## config.mk

```make
export PLATFORM = sky130hd
export DESIGN_NAME = icache
export DESIGN_NICKNAME = d
export VERILOG_FILES = /design/src/rtl/icache.sv
export SDC_FILE = /design/constraint.sdc
export NUM_CORES = 1
export LEC_CHECK = 0
export CAP_MARGIN = 15
export CORE_MARGIN = 3
export CORE_UTILIZATION = 60
export CTS_BUF_LIST = sky130_fd_sc_hd__clkbuf_4 sky130_fd_sc_hd__clkbuf_8
export DETAILED_ROUTE_END_ITERATION = 8
export PLACE_DENSITY = 0.76
export SKIP_LAST_GASP = 1
export SLEW_MARGIN = 20
export SYNTH_ARGS = -nofsm -noshare
export SYNTH_HDL_FRONTEND = slang
export SYNTH_SLANG_ARGS = --single-unit
```

## constraint.sdc

```tcl
create_clock -name clk_in -period 18.89 [get_ports clk_in]
set_input_delay 3.778 -clock clk_in [delete_from_list [all_inputs] [get_ports clk_in]]
set_output_delay 3.778 -clock clk_in [all_outputs]
set_load 0.005 [all_outputs]
```

## src/rtl/icache.sv

```systemverilog
// Direct-mapped, one-word-per-line instruction cache sitting between fetch and the
// memory controller's instruction port; hits return in one cycle, misses issue one load.
module icache #(
   parameter int INDEX_BITS = 4
) (
   input  logic        clk_in,
   input  logic        rst_in,
   input  logic        rdy_in,
   input  logic        if_req,
   input  logic [31:0] if_pc,
   input  logic        flush,
   output logic        if_valid,
   output logic [31:0] if_inst,
   output logic        mc_req,
   output logic [31:0] mc_addr,
   input  logic        mc_received,
   input  logic        mc_done,
   input  logic [31:0] mc_data
);

   localparam int LINES = 1 << INDEX_BITS;
   localparam int TAG_W = 30 - INDEX_BITS;

   typedef enum logic [1:0] {IDLE, REQ, WAIT} state_t;

   state_t r_state;
   state_t w_nextState;

   logic [LINES-1:0]  r_valid;
   logic [TAG_W-1:0]  r_tag  [LINES];
   logic [31:0]       r_data [LINES];

   logic              r_ifValid;
   logic [31:0]       r_ifInst;
   logic              r_mcReq;
   logic [31:0]       r_mcAddr;
   logic              r_discard;

   logic [INDEX_BITS-1:0] w_idx;
   logic [INDEX_BITS-1:0] w_fillIdx;
   logic [TAG_W-1:0]      w_tag;
   logic [TAG_W-1:0]      w_fillTag;
   logic                  w_hit;
   logic                  w_accept;
   logic                  w_fill;
   logic                  w_ifValidNext;
   logic [31:0]           w_ifInstNext;
   logic                  w_mcReqNext;
   logic [31:0]           w_mcAddrNext;
   logic                  w_discardNext;
   logic                  w_unusedPcBits;

   assign w_idx          = if_pc[INDEX_BITS+1:2];
   assign w_tag          = if_pc[31:INDEX_BITS+2];
   // The miss address register doubles as the latched pc for the line fill.
   assign w_fillIdx      = r_mcAddr[INDEX_BITS+1:2];
   assign w_fillTag      = r_mcAddr[31:INDEX_BITS+2];
   assign w_hit          = r_valid[w_idx] && (r_tag[w_idx] == w_tag);
   assign w_accept       = (r_state == IDLE) && if_req && !flush;
   assign w_unusedPcBits = ^if_pc[1:0];

   assign if_valid = r_ifValid;
   assign if_inst  = r_ifInst;
   assign mc_req   = r_mcReq;
   assign mc_addr  = r_mcAddr;

   always_ff @(posedge clk_in or posedge rst_in) begin
      if (rst_in) begin
         r_state <= IDLE;
      end else if (rdy_in) begin
         r_state <= w_nextState;
      end
   end

   always_comb begin
      w_nextState = r_state;
      case (r_state)
         IDLE:    if (w_accept && !w_hit) w_nextState = REQ;
         REQ:     if (mc_received)        w_nextState = WAIT;
         WAIT:    if (mc_done)            w_nextState = IDLE;
         default: w_nextState = IDLE;
      endcase
   end

   // A flush only suppresses delivery; the controller transaction always runs to the end.
   always_comb begin
      w_ifValidNext = 1'b0;
      w_ifInstNext  = r_ifInst;
      w_mcReqNext   = r_mcReq;
      w_mcAddrNext  = r_mcAddr;
      w_discardNext = r_discard;
      w_fill        = 1'b0;
      case (r_state)
         IDLE: begin
            if (w_accept) begin
               if (w_hit) begin
                  w_ifValidNext = 1'b1;
                  w_ifInstNext  = r_data[w_idx];
               end else begin
                  w_mcReqNext  = 1'b1;
                  w_mcAddrNext = {if_pc[31:2], 2'b00};
               end
            end
         end
         REQ: begin
            if (flush) w_discardNext = 1'b1;
            if (mc_received) w_mcReqNext = 1'b0;
         end
         WAIT: begin
            if (flush) w_discardNext = 1'b1;
            if (mc_done) begin
               w_fill        = 1'b1;
               w_discardNext = 1'b0;
               if (!r_discard && !flush) begin
                  w_ifValidNext = 1'b1;
                  w_ifInstNext  = mc_data;
               end
            end
         end
         default: begin
            w_mcReqNext = 1'b0;
         end
      endcase
   end

   always_ff @(posedge clk_in or posedge rst_in) begin
      if (rst_in) begin
         r_ifValid <= 1'b0;
         r_ifInst  <= 32'h0;
         r_mcReq   <= 1'b0;
         r_mcAddr  <= 32'h0;
         r_discard <= 1'b0;
         r_valid   <= '0;
      end else if (rdy_in) begin
         r_ifValid <= w_ifValidNext;
         r_ifInst  <= w_ifInstNext;
         r_mcReq   <= w_mcReqNext;
         r_mcAddr  <= w_mcAddrNext;
         r_discard <= w_discardNext;
         if (w_fill) r_valid[w_fillIdx] <= 1'b1;
      end
   end

   always_ff @(posedge clk_in) begin
      if (rdy_in && w_fill) begin
         r_tag[w_fillIdx]  <= w_fillTag;
         r_data[w_fillIdx] <= mc_data;
      end
   end

endmodule
```

==> results.env, run 1 <==
OUTCOME='finished clean'
DRC_ERRORS=0
DIEHEIGHT_UM=262
TIMING_HOLD_VIOLATIONS_FINAL=0
DETAIL_ROUTE.WIRELENGTH.MET1_UM=34600
POST_CTS_BUFFERS=0
WORSTSKEWPAIRLATENCY_PS=780
CRITPATHREQUIREDTIME_PS=19540
COMB_PWR_SHARE_PCT=11.2
ROUTE.VIAS.TOTAL=18800
CRITICAL_PATH_ENDPOINT_CATEGORY='register'
NUMBER_OF_ENABLE_TYPE_REGISTER_CELLS_IN_THE_SYNTHESIZED_NETLIST=928
ROUTED_VIA_DENSITY=6.35
CELLINTERNALPOWER_mW=4.03
RSZ0062_AT_GRT='false'
PLACE_CONGESTION=0.762
DIE_W_UM=262
CLOCK_SKEW_PS=37.2
MIN_DELAY_WORST_ENDPOINT='r_valid[14]'
FIRST_GLOBAL_VIAS=19300
WORSTMARGINPINSLEW_PS=1110
FINALMAXSLEWVIOLATIONS=0
MAXIMUM_RESISTIVE_DROP_ON_VDD_uV=106
PATH_TYPE_OF_THE_WORST_SETUP_PATH='in2reg'
TIMING.CRITICAL_PATH.ARRIVAL_PS=9320
FF2FF_SETUP_SLACK_PS=14260
WORST_R2R_STARTPOINT='r_tag[5][1]'
CRIT_PATH_MAX_INCR_DELAY_PS=740
DRTPASS1ITERATIONS=5
CTS_ROOT_BUF='sky130_fd_sc_hd__clkbuf_8'
FIRST_PASS_GRT_WIRE_LENGTH_UM=126000
DRT_FIRST_ITER_VIOLATIONS=2077
SYNTH.LIB_CELLS_USED.DISTINCT=54
IO-PIN-COUNT=137
DP.FINAL_HPWL_UM=42500
NUMBER_OF_SYNTHESIS_WARNINGS=0
PATH_CLK_SLEW_PS=60
ROUTED_WIRE_LENGTH_PER_INSTANCE_UM=28.7
POWER-PER-CELL-AREA_nW_PER_UM2=118
GRT_ANTENNA_BEFORE_REPAIR=1
SYN-CELL-AREA_UM2=39300
FLOORPLAN.INITIALDENSITY_PCT=60.8
ROUTED_LENGTH_ON_MET3_UM=7020
SWITCHING_POWER_mW=1.25
TOTAL_CTS_BUFFERS=154
CTS.PATH.MAX_BUFFERS=3
SYN_INST=1735
SLEW-LIMIT-HEADROOM_PCT=25.9
CRIT_PATH_FREQUENT_CELL='sky130_fd_sc_hd__buf_4'
MET2_LENGTH_UM=41700
FINISH.NET_COUNT=2047
LAYOUT_MIN_CYCLE_TIME_PS=8670
SYNTH_ASYNC_SR_FLOP_SHARE_PCT=8.21
DRV_CAP=0
WHS_PATH_DEPTH=1
SYN_TO_FINAL_GROWTH_PCT=14.1
POST_CTS_RESIZE_COUNT=0
TOTAL_LEAKAGE_POWER_nW=14.9
CLASS_OF_THE_TIGHTEST_HOLD_OR_REMOVAL_CHECK='reg2reg'
CTS_HOLD_BUFFERS=0
CTS.SINK_COUNT=1011
PORT_BUFFERS=132
SLOWEST_STAGE='sky130_fd_sc_hd__buf_4'
ANT_NETS=0
FIN_TNS_SETUP_PS=0
CELL_CHAIN_CRITICAL_PATH='buf_6, buf_4, buf_4, mux4_2, mux2i_1, o22ai_1, a211o_1, o31ai_1, o211ai_1, nor4_4, nand3b_1, buf_4, mux2_1'
SYN_AVG_CELL_AREA_UM2=22.7
SWITCHING_SHARE_PCT=23.6
POST-ROUTE-PERIOD-UTIL_PCT=45.9
SHARE_OF_THE_YOSYS_CHIP_AREA_BELONGING_TO_REGISTERS_PCT=76.2
FLOORPLAN.CORE_AREA_UM2=64700
TOTAL_GLOBAL_ROUTE_TRACK_USAGE_PCT=25.6
TRITONCTS='yes'
HOLDCRITSTARTPOINT='r_valid[14]'
PWR-SHARE-CLK_PCT=34.6
FINALSETUPVIOLCOUNT=0
POWER.TOTAL_mW=5.28
CTS_HTREE_LEVELS=4
ROWS=93
SYNTH_REGISTER_BITS=1011
CRITICAL_PATH.MAX_FANOUT=72
MAX_FREQ_MHz=115
WORST_SETUP_PATH_START_KIND='input port'
SHARE_SEQ_OF_TOTAL_POWER_PCT=54.3
OVERFLOW=0
GRT_START_MAX_NET_PINS=76
REG2REG_DEPTH=10
FINALWIRELENGTH_UM=84900
SYNTH_TOP_FLOP_CELL='sky130_fd_sc_hd__edfxtp_1'
TOP_LAYER_USED='met5'
OVERALL_DIE_AREA_UM2=68600
LAYOUT_CELLS_SIZED_ABOVE_1_PCT=31.5
SHARE_OF_THE_CORE_FILLED_WITH_CELLS_PCT=69.3
WORSTREG2REGEND='mc_addr[31]'
## synthesized netlist by cell type (6+ instances only)
cell,instances,area [µm²]
sky130_fd_sc_hd__a22oi_1,18,135
sky130_fd_sc_hd__clkbuf_1,28,105
sky130_fd_sc_hd__mux2_1,30,338
sky130_fd_sc_hd__edfxtp_1,928,27900
sky130_fd_sc_hd__mux4_2,249,5610
sky130_fd_sc_hd__buf_1,9,33.8
sky130_fd_sc_hd__or2_2,17,106
sky130_fd_sc_hd__nand2_1,27,101
sky130_fd_sc_hd__a21oi_1,7,35.0
sky130_fd_sc_hd__inv_1,7,26.3
sky130_fd_sc_hd__nand3_1,6,30.0
sky130_fd_sc_hd__xor2_1,22,193
sky130_fd_sc_hd__buf_2,27,135
sky130_fd_sc_hd__nor2_1,27,101
sky130_fd_sc_hd__o21ai_0,10,50.1
sky130_fd_sc_hd__nor2b_1,8,50.1
sky130_fd_sc_hd__xnor2_1,11,96.3
sky130_fd_sc_hd__mux2_2,39,439
sky130_fd_sc_hd__mux2_4,30,450
sky130_fd_sc_hd__buf_4,16,120
sky130_fd_sc_hd__dfrtp_1,83,2080
sky130_fd_sc_hd__mux2i_1,67,671
## area by class of cell
cell class | instances | area (µm²)
flip-flops and latches | 1011 | 29900
fillers | 3886 | 19800
multi-input cells | 631 | 9010
clock buffers | 235 | 2830
repair buffers | 166 | 1600
well taps | 855 | 1070
clock inverters | 53 | 369
inverters | 9 | 37.5
diodes | 1 | 2.50
## sequential cells by signal (all words and copies together) (netlist names)
name,count
if_inst,32
r_valid,16
mc_req,1
mc_addr,30
r_state,2
r_tag,416
r_data,512
if_valid,1
r_discard,1
## stage by stage
step	hold WS (ps)	cells	worst slack (ps)	instance area, µm²
detailed placement	448	2671	9480	41600
CTS	464	2959	10310	44800
global placement	446	2671	9580	41600
finish	462	2961	10220	44900
global route	474	2960	9980	44900
floorplan	434	1736	10060	39300
## critical path: cells and delay by family
kind	cells	cell delay, ps
compound gates	4	650
buf+inv	4	2590
mux	3	1260
simple gates	2	920
## cells by family (layout without fill, tap and decap cells)
group	count (synthesis)	after routing	synth area share [%]
other	1	3	0.00954
muxes	415	415	19.1
AOI/OAI and AO/OA	67	67	1.23
and+or+nand+nor	111	111	1.44
xor gates and xnor gates	33	33	0.735
adders and majority gates	3	3	0.0955
DFF	1011	1011	76.2
buffers and inverters	94	463	1.23
## cells in the final DEF, fill, tap and decap left out, types with 4 or more instances in the layout
cell type,count
sky130_fd_sc_hd__or2_2,17
sky130_fd_sc_hd__inv_1,6
sky130_fd_sc_hd__dfrtp_1,83
sky130_fd_sc_hd__clkinv_2,18
sky130_fd_sc_hd__nor3_2,4
sky130_fd_sc_hd__inv_6,7
sky130_fd_sc_hd__a211oi_1,4
sky130_fd_sc_hd__xor2_1,22
sky130_fd_sc_hd__edfxtp_1,928
sky130_fd_sc_hd__clkbuf_4,64
sky130_fd_sc_hd__buf_4,32
sky130_fd_sc_hd__nor2b_1,8
sky130_fd_sc_hd__o21ai_0,10
sky130_fd_sc_hd__clkbuf_8,172
sky130_fd_sc_hd__nand2_1,27
sky130_fd_sc_hd__clkinv_1,20
sky130_fd_sc_hd__nand3_1,6
sky130_fd_sc_hd__nor2_1,15
sky130_fd_sc_hd__mux2_2,39
sky130_fd_sc_hd__clkdlybuf4s50_1,128
sky130_fd_sc_hd__a21oi_1,7
sky130_fd_sc_hd__nand2b_1,5
sky130_fd_sc_hd__a22oi_1,18
sky130_fd_sc_hd__nor4_1,4
sky130_fd_sc_hd__mux2i_1,67
sky130_fd_sc_hd__a221oi_1,5
sky130_fd_sc_hd__and2_1,4
sky130_fd_sc_hd__mux4_2,249
sky130_fd_sc_hd__clkinvlp_4,6
sky130_fd_sc_hd__mux2_4,30
sky130_fd_sc_hd__mux2_1,30
sky130_fd_sc_hd__nor2_4,12
sky130_fd_sc_hd__xnor2_1,11
## how the worst max path moves through the flow
| stage | endpoint | start | cells after the start | slack, ps |
|---|---|---|---|---|
| global route | mc_addr[31] | if_pc[4] | 13 | 9980 |
| finish | mc_addr[31] | if_pc[4] | 13 | 10220 |
| CTS | mc_addr[29] | if_pc[4] | 13 | 10310 |
| global placement | mc_addr[12] | if_pc[4] | 13 | 9580 |
| floorplan | r_valid[0] | rdy_in | 4 | 10060 |
| detailed placement | mc_addr[22] | if_pc[4] | 13 | 9480 |
## power by group through the flow
stage	clock network, mW	logic [mW]	registers (mW)
floorplan	0	0.322	2.85
global placement	0	0.583	2.89
detailed placement	0	0.593	2.91
CTS	1.86	0.596	2.86
global route	1.96	0.632	2.89
finish	1.82	0.588	2.86
## metal layers
metal,up-vias,global-route usage [%]
li1,7772,-
met2,896,39.9
met1,9992,37.5
met3,131,5.61
met4,2,7.58
met5,-,0
(Power assumes the default switching activity.)
==> inputs of run 2 (changes only) <==
clock period = 8.15 ns   (was 18.89 ns; I/O delays follow)
==> results.env, run 2 (synthesized netlist as in run 1, its figures left out) <==
SHARE_SEQ_OF_TOTAL_POWER_PCT=54.5
POWER-PER-CELL-AREA_nW_PER_UM2=271
DRT_FIRST_ITER_VIOLATIONS=2231
WHS_PATH_DEPTH=1
FLIP_FLOP_COUNT_OF_THE_LARGEST_REGISTER_AFTER_LAYOUT=512
IO-PIN-COUNT=137
GRT_ANTENNA_BEFORE_REPAIR=2
CTS_ROOT_BUF='sky130_fd_sc_hd__clkbuf_8'
WORSTSKEWPAIRLATENCY_PS=790
FIRST_GLOBAL_VIAS=19800
ROUTE.VIAS.TOTAL=18900
DIEHEIGHT_UM=262
PWR-SHARE-CLK_PCT=34.2
TOTAL_GLOBAL_ROUTE_TRACK_USAGE_PCT=25.8
CLOCK_SKEW_PS=26.4
GRT_START_MAX_NET_PINS=140
SYN_TO_FINAL_GROWTH_PCT=14.2
CTS_HOLD_BUFFERS=0
DRV_CAP=0
TRITONCTS='yes'
MET2_LENGTH_UM=41800
CLASS_OF_THE_TIGHTEST_HOLD_OR_REMOVAL_CHECK='reg2reg'
ROUTED_VIA_DENSITY=6.37
MAX_FREQ_MHz=176
CRIT_PATH_MAX_INCR_DELAY_PS=770
ANT_NETS=0
CTS_HTREE_LEVELS=4
WORST_SETUP_PATH_START_KIND='input port'
ROUTED_LENGTH_ON_MET3_UM=7350
FIN_TNS_SETUP_PS=0
TOTAL_LEAKAGE_POWER_nW=14.9
CRITICAL_PATH.MAX_FANOUT=30
DRC_ERRORS=0
FINALSETUPVIOLCOUNT=0
LARGEST-REGISTER='r_data'
OVERFLOW=0
FINAL_CELL_MIX='sky130_fd_sc_hd__edfxtp_1 (928), sky130_fd_sc_hd__mux4_2 (249), sky130_fd_sc_hd__clkbuf_8 (164)'
LAYOUT_MIN_CYCLE_TIME_PS=5680
CTS.SINK_COUNT=1011
FIRST_PASS_GRT_WIRE_LENGTH_UM=126000
TOTAL_CTS_BUFFERS=156
MULTI_INPUT_COMB_AREA_UM2=9010
POST-ROUTE-PERIOD-UTIL_PCT=69.7
CTS.PATH.MAX_BUFFERS=3
TOP_LAYER_USED='met4'
CRITICAL_PATH_ENDPOINT_CATEGORY='register'
POST_CTS_RESIZE_COUNT=0
COMB_PWR_SHARE_PCT=11.3
FLOORPLAN.CORE_AREA_UM2=64700
TIMING_HOLD_VIOLATIONS_FINAL=0
LAYOUT.AREA.SEQ_UM2=29900
ROUTED_WIRE_LENGTH_PER_INSTANCE_UM=28.8
DP.FINAL_HPWL_UM=43000
TIMING.CRITICAL_PATH.ARRIVAL_PS=6340
SLEW-LIMIT-HEADROOM_PCT=29.9
OVERALL_DIE_AREA_UM2=68600
FINALMAXSLEWVIOLATIONS=0
DRTPASS1ITERATIONS=5
MAXIMUM_RESISTIVE_DROP_ON_VDD_uV=209
DIE_W_UM=262
ROWS=93
CELLINTERNALPOWER_mW=9.28
WORSTMARGINPINSLEW_PS=1050
PLACE_CONGESTION=0.771
CRIT_START='if_pc[5]'
PORT_BUFFERS=132
PATH_CLK_SLEW_PS=60
FLOORPLAN.INITIALDENSITY_PCT=60.8
FILL_CELLS=3894
CRITPATHREQUIREDTIME_PS=8810
CELL_CHAIN_CRITICAL_PATH='buf_2, buf_4, mux4_2, mux2i_1, mux2i_1, xor2_1, nor4_1, nand3_1, nor4_4, nand3b_1, buf_4, mux2_1'
PATH_TYPE_OF_THE_WORST_SETUP_PATH='in2reg'
SWITCHING_SHARE_PCT=23.8
POWER.TOTAL_mW=12.2
FINISH.NET_COUNT=2056
REG2REG_DEPTH=10
LAYOUT.CELLS.MOST_COMMON='sky130_fd_sc_hd__edfxtp_1'
OUTCOME='finished clean'
FINALWIRELENGTH_UM=85300
HOLDCRITSTARTPOINT='r_valid[5]'
SLOWEST_STAGE='sky130_fd_sc_hd__nor4_1'
RSZ0062_AT_GRT='false'
WORST_R2R_STARTPOINT='r_tag[11][20]'
SWITCHING_POWER_mW=2.89
DETAIL_ROUTE.WIRELENGTH.MET1_UM=34400
POST_CTS_BUFFERS=0
LAYOUT_CELLS_SIZED_ABOVE_1_PCT=31.1
run 2: changes by cell type in the layout (fill, tap and decap cells not counted), sizes merged:
cell      before  now
buf           37   44
clkinvlp       6    5
clkinv        39   50
clkbuf       236  218
bufinv         3    5
inv           14   15
run 2: worst paths after layout:
check	endpoint	slack, ps
max	mc_addr[2]	2470
min	r_valid[5]	460
max reg2reg	mc_addr[2]	3770
min reg2reg	r_valid[5]	460
max in group asynchronous	mc_addr[28]	5640
min in group asynchronous	if_inst[24]	1200
run 2: power by group through the flow:
stage                     logic (mW)  registers [mW]  clock network, mW
after global placement          1.35            6.69                  0
final                           1.38            6.63               4.17
after global routing            1.47            6.69               4.47
after CTS                       1.39            6.63               4.24
after floorplan                0.746            6.61                  0
after detailed placement        1.38            6.74                  0
run 2: cell type report:
class	instances	share of cell area (%)
Antenna cell	1	0.00558
Tap cell	855	2.38
Timing Repair Buffer	173	3.81
Multi-Input combinational cell	631	20.1
Clock buffer	217	5.90
Sequential cell	1011	66.7
Clock inverter	66	1.03
Inverter	9	0.0836
run 2: critical path, delay by kind of cell:
kind / cells / cell delay [ps]
XOR/XNOR: 1 / 190
AND/OR/NAND/NOR: 4 / 1930
multiplexers: 4 / 1070
buffers and inverters: 3 / 1430
run 2: layer usage:
metal / up-vias / track usage (%)
met4: 0 / 8.12
met5: - / 0
li1: 7774 / -
met3: 123 / 5.83
met1: 10100 / 37.2
met2: 882 / 40.2
run 2: metrics by stage:
step | utilization, % | instance area (µm²) | setup slack [ps] | hold WS [ps] | std cells
final | 69.4 | 44900 | 2470 | 461 | 2963
after global routing | 69.4 | 44900 | 2320 | 488 | 2962
after floorplan | - | 39300 | 1470 | 434 | 1736
after detailed placement | 64.5 | 41800 | 1740 | 451 | 2678
after global placement | 64.5 | 41800 | 1810 | 446 | 2678
after CTS | 69.3 | 44900 | 2590 | 465 | 2961
